`src/rtl/fp_pkg.sv`:
```
// Shared float32 field widths, special-value constants and the accumulator FSM state type.
package fp_pkg;

  localparam int FP_WIDTH = 32;
  localparam int EXP_W    = 8;
  localparam int MAN_W    = 23;

  localparam logic [FP_WIDTH-1:0] FP_POS_ZERO = 32'h0000_0000;
  localparam logic [EXP_W-1:0]    FP_EXP_ONES = 8'hFF;
  localparam logic [FP_WIDTH-1:0] FP_QNAN     = 32'h7FC0_0000;

  typedef enum logic [1:0] {
    S_IDLE  = 2'd0,
    S_ACCUM = 2'd1,
    S_DONE  = 2'd2
  } state_t;

endpackage

```
`src/rtl/floating_unit.sv`:
```
// Combinational float32 add/subtract (op=1: a - b), round-to-nearest-even, with subnormals.
// NaN inputs and Inf-Inf produce the canonical quiet NaN.
module floating_unit
  import fp_pkg::*;
(
  input  logic [FP_WIDTH-1:0] a,
  input  logic [FP_WIDTH-1:0] b,
  input  logic                op,
  output logic [FP_WIDTH-1:0] result
);

  logic                w_sb, w_swap, w_eff_sub, w_rup;
  logic                w_a_nan, w_b_nan, w_a_inf, w_b_inf;
  logic [FP_WIDTH-1:0] w_b_adj, w_x, w_y, w_norm;
  logic [EXP_W-1:0]    w_x_exp, w_y_exp;
  logic [MAN_W:0]      w_x_sig, w_y_sig;
  logic [9:0]          w_x_e, w_y_e, w_d, w_lz, w_max_sh, w_sh, w_e, w_e_f;
  logic [26:0]         w_mx, w_my0, w_my, w_n;
  logic [27:0]         w_sum;
  logic [24:0]         w_m;
  logic [MAN_W-1:0]    w_frac;
  logic [4:0]          w_pos;

  assign w_sb    = b[FP_WIDTH-1] ^ op;
  assign w_b_adj = {w_sb, b[FP_WIDTH-2:0]};
  assign w_a_nan = (a[MAN_W +: EXP_W] == FP_EXP_ONES) && (a[MAN_W-1:0] != '0);
  assign w_b_nan = (b[MAN_W +: EXP_W] == FP_EXP_ONES) && (b[MAN_W-1:0] != '0);
  assign w_a_inf = (a[MAN_W +: EXP_W] == FP_EXP_ONES) && (a[MAN_W-1:0] == '0);
  assign w_b_inf = (b[MAN_W +: EXP_W] == FP_EXP_ONES) && (b[MAN_W-1:0] == '0);

  // x always carries the larger magnitude, so the aligned difference is never negative.
  assign w_swap    = b[FP_WIDTH-2:0] > a[FP_WIDTH-2:0];
  assign w_x       = w_swap ? w_b_adj : a;
  assign w_y       = w_swap ? a : w_b_adj;
  assign w_x_exp   = w_x[MAN_W +: EXP_W];
  assign w_y_exp   = w_y[MAN_W +: EXP_W];
  assign w_x_sig   = {|w_x_exp, w_x[MAN_W-1:0]};
  assign w_y_sig   = {|w_y_exp, w_y[MAN_W-1:0]};
  assign w_x_e     = (w_x_exp == '0) ? 10'd1 : {2'b00, w_x_exp};
  assign w_y_e     = (w_y_exp == '0) ? 10'd1 : {2'b00, w_y_exp};
  assign w_d       = w_x_e - w_y_e;
  assign w_eff_sub = w_x[FP_WIDTH-1] ^ w_y[FP_WIDTH-1];
  assign w_mx      = {w_x_sig, 3'b000};
  assign w_my0     = {w_y_sig, 3'b000};

  always_comb begin
    if (w_d > 10'd26) begin
      w_my = {26'd0, |w_y_sig};
    end else begin
      w_my = (w_my0 >> w_d) | {26'd0, |(w_my0 & ~({27{1'b1}} << w_d))};
    end
  end

  assign w_sum = w_eff_sub ? ({1'b0, w_mx} - {1'b0, w_my}) : ({1'b0, w_mx} + {1'b0, w_my});

  // Normalise (left shift floors at exponent 1 to form subnormals), then round to nearest even.
  always_comb begin
    w_pos = 5'd0;
    for (int i = 0; i < 27; i++) begin
      if (w_sum[i]) w_pos = 5'(i);
    end
    w_lz     = 10'd26 - {5'd0, w_pos};
    w_max_sh = w_x_e - 10'd1;
    w_sh     = 10'd0;
    if (w_sum[27]) begin
      w_n = {w_sum[27:2], |w_sum[1:0]};
      w_e = w_x_e + 10'd1;
    end else begin
      w_sh = (w_lz < w_max_sh) ? w_lz : w_max_sh;
      w_n  = w_sum[26:0] << w_sh;
      w_e  = w_x_e - w_sh;
    end
    w_rup = w_n[2] & (w_n[1] | w_n[0] | w_n[3]);
    w_m   = {1'b0, w_n[26:3]} + {24'd0, w_rup};
    if (w_m[24]) begin
      w_e_f  = w_e + 10'd1;
      w_frac = w_m[23:1];
    end else begin
      w_e_f  = w_m[23] ? w_e : 10'd0;
      w_frac = w_m[22:0];
    end
    if (w_e_f >= 10'd255) w_norm = {w_x[FP_WIDTH-1], FP_EXP_ONES, {MAN_W{1'b0}}};
    else                  w_norm = {w_x[FP_WIDTH-1], w_e_f[EXP_W-1:0], w_frac};
  end

  always_comb begin
    if (w_a_nan || w_b_nan) begin
      result = FP_QNAN;
    end else if (w_a_inf && w_b_inf) begin
      result = (a[FP_WIDTH-1] != w_sb) ? FP_QNAN : {a[FP_WIDTH-1], FP_EXP_ONES, {MAN_W{1'b0}}};
    end else if (w_a_inf) begin
      result = {a[FP_WIDTH-1], FP_EXP_ONES, {MAN_W{1'b0}}};
    end else if (w_b_inf) begin
      result = {w_sb, FP_EXP_ONES, {MAN_W{1'b0}}};
    end else if (w_sum == '0) begin
      // Exact cancellation gives +0; only same-sign zeros keep their sign.
      result = {(w_eff_sub ? 1'b0 : w_x[FP_WIDTH-1]), {(FP_WIDTH-1){1'b0}}};
    end else begin
      result = w_norm;
    end
  end

endmodule

```
`src/rtl/fp_accumulator.sv`:
```
// Float32 accumulator: start/len job, one sample per in_valid/in_ready handshake, result held until out_ready.
// Build macro FP_ACC_SUB_EN enables per-sample subtraction via in_sub.
module fp_accumulator
  import fp_pkg::*;
#(
  parameter int WIDTH = 32,
  parameter int CNT_W = 8
) (
  input  logic             clk,
  input  logic             rst_n,
  input  logic             start,
  input  logic [CNT_W-1:0] len,
  input  logic             in_valid,
  output logic             in_ready,
  input  logic [WIDTH-1:0] in_data,
  input  logic             in_sub,
  output logic             out_valid,
  input  logic             out_ready,
  output logic [WIDTH-1:0] out_data,
  output logic             out_nan,
  output logic             out_inf,
  output logic             busy,
  output state_t           dbg_state
);

  // Handshakes: a sample transfers on a rising edge where in_valid && in_ready; the result
  // transfers where out_valid && out_ready. Valid never depends on ready.

  state_t           r_state;
  logic [WIDTH-1:0] r_acc;
  logic [CNT_W-1:0] r_cnt;
  logic [WIDTH-1:0] w_sum;
  logic             w_op;
  logic             w_exp_ones;

`ifdef FP_ACC_SUB_EN
  assign w_op = in_sub;
`else
  logic w_in_sub_unused;
  assign w_in_sub_unused = in_sub;
  assign w_op            = 1'b0;
`endif

  floating_unit u_fu (
    .a      (r_acc),
    .b      (in_data),
    .op     (w_op),
    .result (w_sum)
  );

  always_ff @(posedge clk) begin
    if (!rst_n) begin
      r_state <= S_IDLE;
      r_acc   <= '0;
      r_cnt   <= '0;
    end else begin
      case (r_state)
        S_IDLE: begin
          if (start) begin
            r_acc <= FP_POS_ZERO;
            r_cnt <= len;
            r_state <= (len != '0) ? S_ACCUM : S_DONE;
          end
        end
        S_ACCUM: begin
          if (in_valid) begin
            r_acc <= w_sum;
            r_cnt <= r_cnt - 1'b1;
            if (r_cnt == {{(CNT_W-1){1'b0}}, 1'b1}) r_state <= S_DONE;
          end
        end
        S_DONE: begin
          if (out_ready) r_state <= S_IDLE;
        end
        default: r_state <= S_IDLE;
      endcase
    end
  end

  assign in_ready   = (r_state == S_ACCUM);
  assign out_valid  = (r_state == S_DONE);
  assign busy       = (r_state != S_IDLE);
  assign out_data   = r_acc;
  assign dbg_state  = r_state;
  assign w_exp_ones = (r_acc[MAN_W +: EXP_W] == FP_EXP_ONES);
  assign out_nan    = out_valid && w_exp_ones && (r_acc[MAN_W-1:0] != '0);
  assign out_inf    = out_valid && w_exp_ones && (r_acc[MAN_W-1:0] == '0);

endmodule

```
`config.mk`:
```
export PLATFORM = sky130hd
export DESIGN_NAME = fp_accumulator
export DESIGN_NICKNAME = d
export VERILOG_FILES = /design/src/rtl/fp_pkg.sv /design/src/rtl/floating_unit.sv /design/src/rtl/fp_accumulator.sv
export SDC_FILE = /design/constraint.sdc
export NUM_CORES = 1
export LEC_CHECK = 0
export BUFFER_PORTS_ARGS = -buffer_cell sky130_fd_sc_hd__buf_2
export CORE_UTILIZATION = 42
export DETAILED_ROUTE_END_ITERATION = 8
export PLACE_DENSITY_LB_ADDON = 0.05
export SLEW_MARGIN = 20
export SYNTH_ARGS = -nofsm -noshare
export SYNTH_HDL_FRONTEND = slang
export SYNTH_SLANG_ARGS = --single-unit
```
`constraint.sdc`:
```
create_clock -name clk -period 18.5 [get_ports clk]
set_input_delay 0.925 -clock clk [delete_from_list [all_inputs] [get_ports clk]]
set_output_delay 0.925 -clock clk [all_outputs]
set_load 0.1 [all_outputs]
```
# ---- Word level (Yosys, flattened, before mapping)
# Index checks and enable logic that the tools add are counted.
dict set report word_totals {
  mem_count 0
  mem_bits_rw 0
  ff_bits 42
  word_cells 126
  romBits 0
  latch_bits 0
  in_bits 46
}
dict set report classes {
  div 0
  bitwise 7
  addsub 10
  shifts 3
  n_reduce_logical 28
  n_eq_ne 12
  multipliers 0
  mux 58
  magnitude_cmp 4
}
# op n
set ops {}
lappend ops {{32-bit 2-to-1 mux} 10}
lappend ops {{32-bit case mux with 2 select lines} 1}
lappend ops {{5-bit 2-to-1 mux} 11}
lappend ops {{27-bit 2-to-1 mux} 2}
lappend ops {{23-bit zero test} 2}
lappend ops {{23-bit nonzero test} 2}
lappend ops {{10-bit 2-to-1 mux} 4}
lappend ops {{4-bit 2-to-1 mux} 8}
lappend ops {{8-bit 2-to-1 mux} 4}
lappend ops {{31-bit greater-than comparator} 1}
lappend ops {{31-bit 2-to-1 mux} 1}
lappend ops {{31-bit OR reduction} 1}
lappend ops {{27-bit by 27-bit adder with 28-bit output} 1}
lappend ops {{28-bit zero test} 1}
lappend ops {{28-bit 2-to-1 mux} 1}
lappend ops {{27-bit by 27-bit subtractor with 28-bit output} 1}
lappend ops {{27-bit AND} 1}
lappend ops {{27-bit NOT} 1}
lappend ops {{27-bit by 1-bit bitwise OR with 27-bit output} 1}
lappend ops {{27-bit OR reduction} 1}
lappend ops {{27-bit by 10-bit left shift with 27-bit output} 1}
lappend ops {{27-bit by 10-bit left shift with 27-bit output (first input constant)} 1}
lappend ops {{27-bit by 10-bit >> shifter with 27-bit output} 1}
lappend ops {{24-bit by 1-bit adder with 25-bit output} 1}
lappend ops {{other kinds (37)} 63}

# ---- Depth between registers and ports, before layout
dict set report logic_depth {
  depth_word 59
  mapped_depth 87
  mapped_depth_nobuf 77
}

# ---- Modules after synthesis
# Synthesis repeated with hierarchy kept, for this count alone.
dict set report unflattened {
  hier_cells 2304
  hier_area_um2 15182.1
}
# module cells_per_inst area_each_um2 instances
set by_module_without_submodules {}
lappend by_module_without_submodules {floating_unit 2097 13364.1 1}
lappend by_module_without_submodules {fp_accumulator 207 1818.0 1}

# ---- Worst setup path before layout
# OpenSTA, ideal clock, no wires.
dict set report synth_timing {
  path_kind {register -> register}
  start {register r_acc[26], in the netlist out_data[26]}
  end {register r_acc[13], in the netlist out_data[13]}
  setup_slack_ns 1.448
  setup_time_ns 0.119
  t_arrival_ns 16.932
  stages_incl_launch_ff 72
  path_buffers 12
  path_cell_list {dfxtp_1 -> inv_1 -> ha_1 -> nand4_1 -> nor3_1 -> a221oi_1 -> a22oi_1 -> nor2_1 -> buf_2 -> buf_2 -> clkbuf_1 -> clkbuf_1 -> buf_1 -> a31oi_1 -> ha_1 -> fa_1 -> buf_1 -> clkbuf_1 -> [... 36 more ...] -> nor3_1 -> nor3_1 -> nand3_1 -> clkbuf_1 -> a21oi_1 -> a2111oi_0 -> o211ai_1 -> a211oi_1 -> a221oi_1 -> a2111o_1 -> nor4_4 -> and4_1 -> mux2i_4 -> nand3_1 -> or4_4 -> o211a_4 -> buf_6 -> a32o_1}
}
dict set report synth_between {
  elab_chain_len 59
  elab_cells_between_ends 82
  classes_between {add/sub: 9; order compare: 4; eq/ne: 1; shift: 3; mux: 46; bitwise: 7; reduce/logical: 12}
}
# item line
set synth_lines {}
lappend synth_lines {{from (decl)} fp_accumulator.sv:30} ;# logic [WIDTH-1:0] r_acc;
lappend synth_lines {{from (signal assigned)} fp_accumulator.sv:67} ;# r_acc <= w_sum;
lappend synth_lines {{31-bit greater-than comparator} floating_unit.sv:32} ;# assign w_swap = b[FP_WIDTH-2:0] > a[FP_WIDTH-2:0];
lappend synth_lines {{32-bit 2-to-1 mux (on tied branches)} {floating_unit.sv:33, floating_unit.sv:34}}
lappend synth_lines {{8-bit zero test (on tied branches)} {floating_unit.sv:39, floating_unit.sv:40}}
lappend synth_lines {{8-bit 2-to-1 mux (on tied branches)} {floating_unit.sv:39, floating_unit.sv:40}}
lappend synth_lines {{10-bit subtractor} floating_unit.sv:41} ;# assign w_d = w_x_e - w_y_e;
lappend synth_lines {{27-bit by 10-bit left shift with 27-bit output} floating_unit.sv:50} ;# w_my = (w_my0 >> w_d) | {26'd0, |(w_my0 & ~({27{1'b1}} << w_d))};
lappend synth_lines {{27-bit NOT} floating_unit.sv:50}
lappend synth_lines {{27-bit AND} floating_unit.sv:50}
lappend synth_lines {{[... 43 more ...]} -}
lappend synth_lines {{31-bit 2-to-1 mux} floating_unit.sv:82} ;# if (w_e_f >= 10'd255) w_norm = {w_x[FP_WIDTH-1], FP_EXP_ONES, {MAN_W{1'b0}}};
lappend synth_lines {{32-bit 2-to-1 mux} floating_unit.sv:95} ;# end else if (w_sum == '0) begin
lappend synth_lines {{32-bit 2-to-1 mux} floating_unit.sv:93} ;# end else if (w_b_inf) begin
lappend synth_lines {{32-bit 2-to-1 mux} floating_unit.sv:91} ;# end else if (w_a_inf) begin
lappend synth_lines {{32-bit 2-to-1 mux} floating_unit.sv:89} ;# end else if (w_a_inf && w_b_inf) begin
lappend synth_lines {{32-bit 2-to-1 mux (*)} floating_unit.sv:87} ;# if (w_a_nan || w_b_nan) begin
lappend synth_lines {{32-bit 2-to-1 mux (*)} fp_accumulator.sv:66} ;# if (in_valid) begin
lappend synth_lines {{32-bit case mux with 2 select lines (*)} fp_accumulator.sv:57} ;# case (r_state)
# Mark *: on every way between the ends. The rest lies on a longest branch, timed or not. The select of a mux whose other input is x is not followed.
# A chain may end at the register's enable or synchronous reset.

# ---- Worst setup path after layout
dict set report layout_timing {
  start {input port in_data[10]}
  end {register r_acc[19], in the netlist out_data[19]}
}
dict set report layout_between {
  elab_chain_len 59
  elab_cells_between_ends 83
  classes_between {add/sub: 9; order compare: 4; shift: 3; mux: 46; bitwise: 7; reduce/logical: 14}
}
# item line
set layout_lines {}
lappend layout_lines {{from (decl)} fp_accumulator.sv:15} ;# input logic [WIDTH-1:0] in_data,
lappend layout_lines {{31-bit greater-than comparator} floating_unit.sv:32}
lappend layout_lines {{32-bit 2-to-1 mux (on tied branches)} {floating_unit.sv:33, floating_unit.sv:34}}
lappend layout_lines {{8-bit zero test (on tied branches)} {floating_unit.sv:39, floating_unit.sv:40}}
lappend layout_lines {{8-bit 2-to-1 mux (on tied branches)} {floating_unit.sv:39, floating_unit.sv:40}}
lappend layout_lines {{10-bit subtractor} floating_unit.sv:41}
lappend layout_lines {{27-bit by 10-bit left shift with 27-bit output} floating_unit.sv:50}
lappend layout_lines {{27-bit NOT} floating_unit.sv:50}
lappend layout_lines {{27-bit AND} floating_unit.sv:50}
lappend layout_lines {{[... 43 more ...]} -}
lappend layout_lines {{31-bit 2-to-1 mux} floating_unit.sv:82}
lappend layout_lines {{32-bit 2-to-1 mux} floating_unit.sv:95}
lappend layout_lines {{32-bit 2-to-1 mux} floating_unit.sv:93}
lappend layout_lines {{32-bit 2-to-1 mux} floating_unit.sv:91}
lappend layout_lines {{32-bit 2-to-1 mux} floating_unit.sv:89}
lappend layout_lines {{32-bit 2-to-1 mux (*)} floating_unit.sv:87}
lappend layout_lines {{32-bit 2-to-1 mux (*)} fp_accumulator.sv:66}
lappend layout_lines {{32-bit case mux with 2 select lines (*)} fp_accumulator.sv:57}
# Marked as above.

==> results.py <==
metrics = {
    "place": {
        "port_buffers": 83,
        "place_area_um2": 16210,
        "place_congestion": 1.044,
        "post-dp-hpwl_um": 59560,
        "dp.cells": 2761,
        "pre_cts_ws_ns": 0.3058,
    },
    "clocking": {
        "cts_root_buf": "clkbuf_16",
        "clockBufferDepth": 2,
        "clk_pin_slew_ns": 0.06,
        "ctsHtreeMaxLevel": 2,
        "cts_tree": "done",
        "postCtsHoldBufs": 0,
        "clk_latency_ns": 0.29,
        "clock_sinks": 42,
        "cts_made_buffers": 5,
    },
    "timing": {
        "whs_ns": 0.4898,
        "final.setup_skew_ns": 0.007934,
        "fin_crit_ns": 17.64,
        "tns_ns": 0,
        "slew_headroom": 0.2265,
        "fmax_ghz": 0.05669,
        "timing.final.crit_share": 0.9535,
        "maxSlewViolCount": 0,
        "hold_viol": 0,
        "tightest_slew_ns": 1.160,
        "setup_slack_ns": 0.8601,
        "finalSetupViolCount": 0,
    },
    "critical_path": {
        "crit_fanout": 22,
        "crit_type": "input pin to flop",
        "end_kind": "flop",
        "cp_common_cell": "buf_4",
        "crit_arrival_ns": 17.81,
        "slowest_delay_ns": 0.88,
        "start_kind": "input pin",
        "worst_r2r_path_depth": 72,
        "required_ns": 18.67,
        "slowest_stage": "o41ai_1",
    },
    "routing": {
        "routed_wl_um": 74260,
        "antenna_left": 0,
        "wl_per_cell_um": 26.78,
        "dr.pass1.iters": 6,
        "via_count": 19090,
        "vias_per_cell": 6.886,
        "drt_iter0_markers": 2221,
        "drc": 0,
    },
    "synth": {
        "synthTopCellsByCount": "nand2_1 (259), a21oi_1 (183), nor2_1 (179), o21ai_0 (163), inv_1 (118)",
        "synth_top_area_cell": "ha_1",
        "synthFlopType": "dfxtp_1",
        "yosys-top-cells-area": "ha_1 (9.4%), nand2_1 (6.5%), a21oi_1 (6.1%)",
        "synth.most_common_cell": "nand2_1",
        "ys_ff_latch": 42,
        "synth_warnings": 0,
        "synth_cell_type_count": 110,
        "syn_area_um2": 14970,
        "synthCells": 2253,
        "synth_top_area_share": 0.09442,
        "async_reset_ff_frac": 0,
        "synth_seq_area_share": 0.05615,
        "avgSynthCellArea_um2": 6.646,
        "synth_edf_count": 0,
    },
    "finish": {
        "fin_area_um2": 16510,
        "final_net_count": 2480,
        "area_delta_synth_final_pct": 10.28,
        "multiInputGateArea_um2": 13290,
        "fin_util": 0.4745,
        "fill_cells": 3711,
        "drive_gt1_frac": 0.1359,
        "regArea_um2": 840.8,
        "instances_no_fill": 2773,
        "antenna_cells": 0,
    },
    "power": {
        "p_per_area_nw_per_um2": 196.4,
        "p_total_mw": 3.244,
        "p_int_mw": 1.105,
        "p_sw_mw": 2.138,
        "p_seq_frac": 0.036,
        "peakVddDrop_mv": 0.1132,
        "power_frac_comb": 0.938,
        "switching_share": 0.6592,
        "leakagePower_nw": 6.895,
        "power_frac_clock": 0.026,
    },
    "grt": {
        "grt_use_total": 0.3964,
        "grt_antenna_before_repair": 1,
        "grt_remaining_overflow": 0,
        "grt_max_degree": 67,
        "grt_pass1_wl_um": 109900,
        "first_global_vias": 17440,
    },
    "floorplanning": {
        "dieArea_um2": 36410,
        "coreArea_um2": 34800,
        "die_w_um": 190.8,
        "initial_core_util": 0.4303,
        "dieHeight_um": 190.8,
        "row_count": 68,
        "pin_count": 85,
    },
    "flow_run": {
        "maxCapViolations": 0,
    },
    "outcome": {
        "status": "finished, final reports clean",
    },
    "worst_hold_path": {
        "hp-class": "flop to flop",
        "min_delay_path_depth": 2,
    },
}
[final timing paths]
path | startpoint | to | slack, ns
max | in_data[10] | out_data[19] | 0.86
min | r_cnt[7] | r_cnt[7] | 0.49
max reg2reg | out_data[30] | out_data[19] | 1.02
min reg2reg | r_cnt[7] | r_cnt[7] | 0.49
[cell type report]
class / count / area share
Clock buffer: 5 / 0.007577
Clock inverter: 2 / 0.0006062
Inverter: 126 / 0.02864
Multi-Input combinational cell: 1958 / 0.8045
Sequential cell: 42 / 0.05092
Tap cell: 455 / 0.03447
Timing Repair Buffer: 185 / 0.07327
[cells in the final DEF, fill, tap and decap left out, drive strengths merged, types with 12 or more instances in the layout]
| cell type | netlist | routed |
|---|---|---|
| nand2 | 260 | 260 |
| buf | 41 | 185 |
| a21oi | 184 | 184 |
| nor2 | 182 | 182 |
| o21ai | 174 | 174 |
| inv | 124 | 124 |
| ha | 113 | 113 |
| nor3 | 95 | 95 |
| nand3 | 75 | 75 |
| mux2i | 57 | 57 |
| o211ai | 47 | 47 |
| dfxtp | 42 | 42 |
| a211oi | 38 | 38 |
| nor4 | 37 | 37 |
| a21o | 35 | 35 |
| nand4 | 35 | 35 |
| xnor2 | 34 | 34 |
| a31oi | 31 | 31 |
| a22o | 27 | 27 |
| and3 | 27 | 27 |
| and2 | 27 | 27 |
| o31ai | 26 | 26 |
| or3 | 25 | 25 |
| xor2 | 23 | 23 |
| nand2b | 22 | 22 |
| or2 | 21 | 21 |
| nor2b | 19 | 19 |
| a22oi | 19 | 19 |
| o21a | 17 | 17 |
| mux2 | 15 | 15 |
| o221ai | 15 | 15 |
| a221oi | 15 | 15 |
| o2111ai | 14 | 14 |
| mux4 | 14 | 14 |
| a21boi | 14 | 14 |
| o22ai | 13 | 13 |
| or4 | 13 | 13 |
| o211a | 12 | 12 |
[flip-flops by register name (all words and copies together), names as in the netlist]
signal and cells:
out_data 32, r_cnt 8, dbg_state 2
[layer usage]
layer / track usage / routed length, µm / part of all wire / vias up
li1: - / - / - / 8715
met3: 0.07508 / 7895 / 0.11 / 156
met1: 0.5458 / 31760 / 0.43 / 9087
met4: 0.1335 / 2839 / 0.038 / 2
met2: 0.6122 / 31750 / 0.43 / 1134
met5: 0 / 13 / 0.00018 / -
[kinds of logic after synthesis]
| group | count (synthesis) | share of synthesized area |
|---|---|---|
| other cells | 2 | 0.0005015 |
| fa+ha+maj | 116 | 0.09843 |
| buf+inv | 257 | 0.06960 |
| flops | 42 | 0.05615 |
| compound gates | 817 | 0.3792 |
| mux | 86 | 0.07127 |
| xor+xnor | 57 | 0.03509 |
| simple gates | 876 | 0.2898 |
[repair_timing]
action / CTS / global route
setup buffers: 0 / 5
endpoints found under the setup margin: 0 / 31
gates resized for setup: 0 / 27
[power by group through the flow]
stage / combinational (mW) / sequential [mW] / clock (mW)
finish: 3.04 / 0.117 / 0.0857
global route: 3.21 / 0.118 / 0.0896
CTS: 2.90 / 0.116 / 0.0859
detailed placement: 2.89 / 0.118 / 0
global placement: 2.90 / 0.118 / 0
floorplan: 1.90 / 0.172 / 0
[worst max-delay path, delay by kind of cell]
family / cells / cell delay, ns
buf+inv: 11 / 2.04
xor+xnor: 2 / 0.38
fa+ha+maj: 5 / 1.70
compound gates: 36 / 9.10
simple gates: 18 / 3.63
Note: power is estimated with default switching activity, not from simulation.
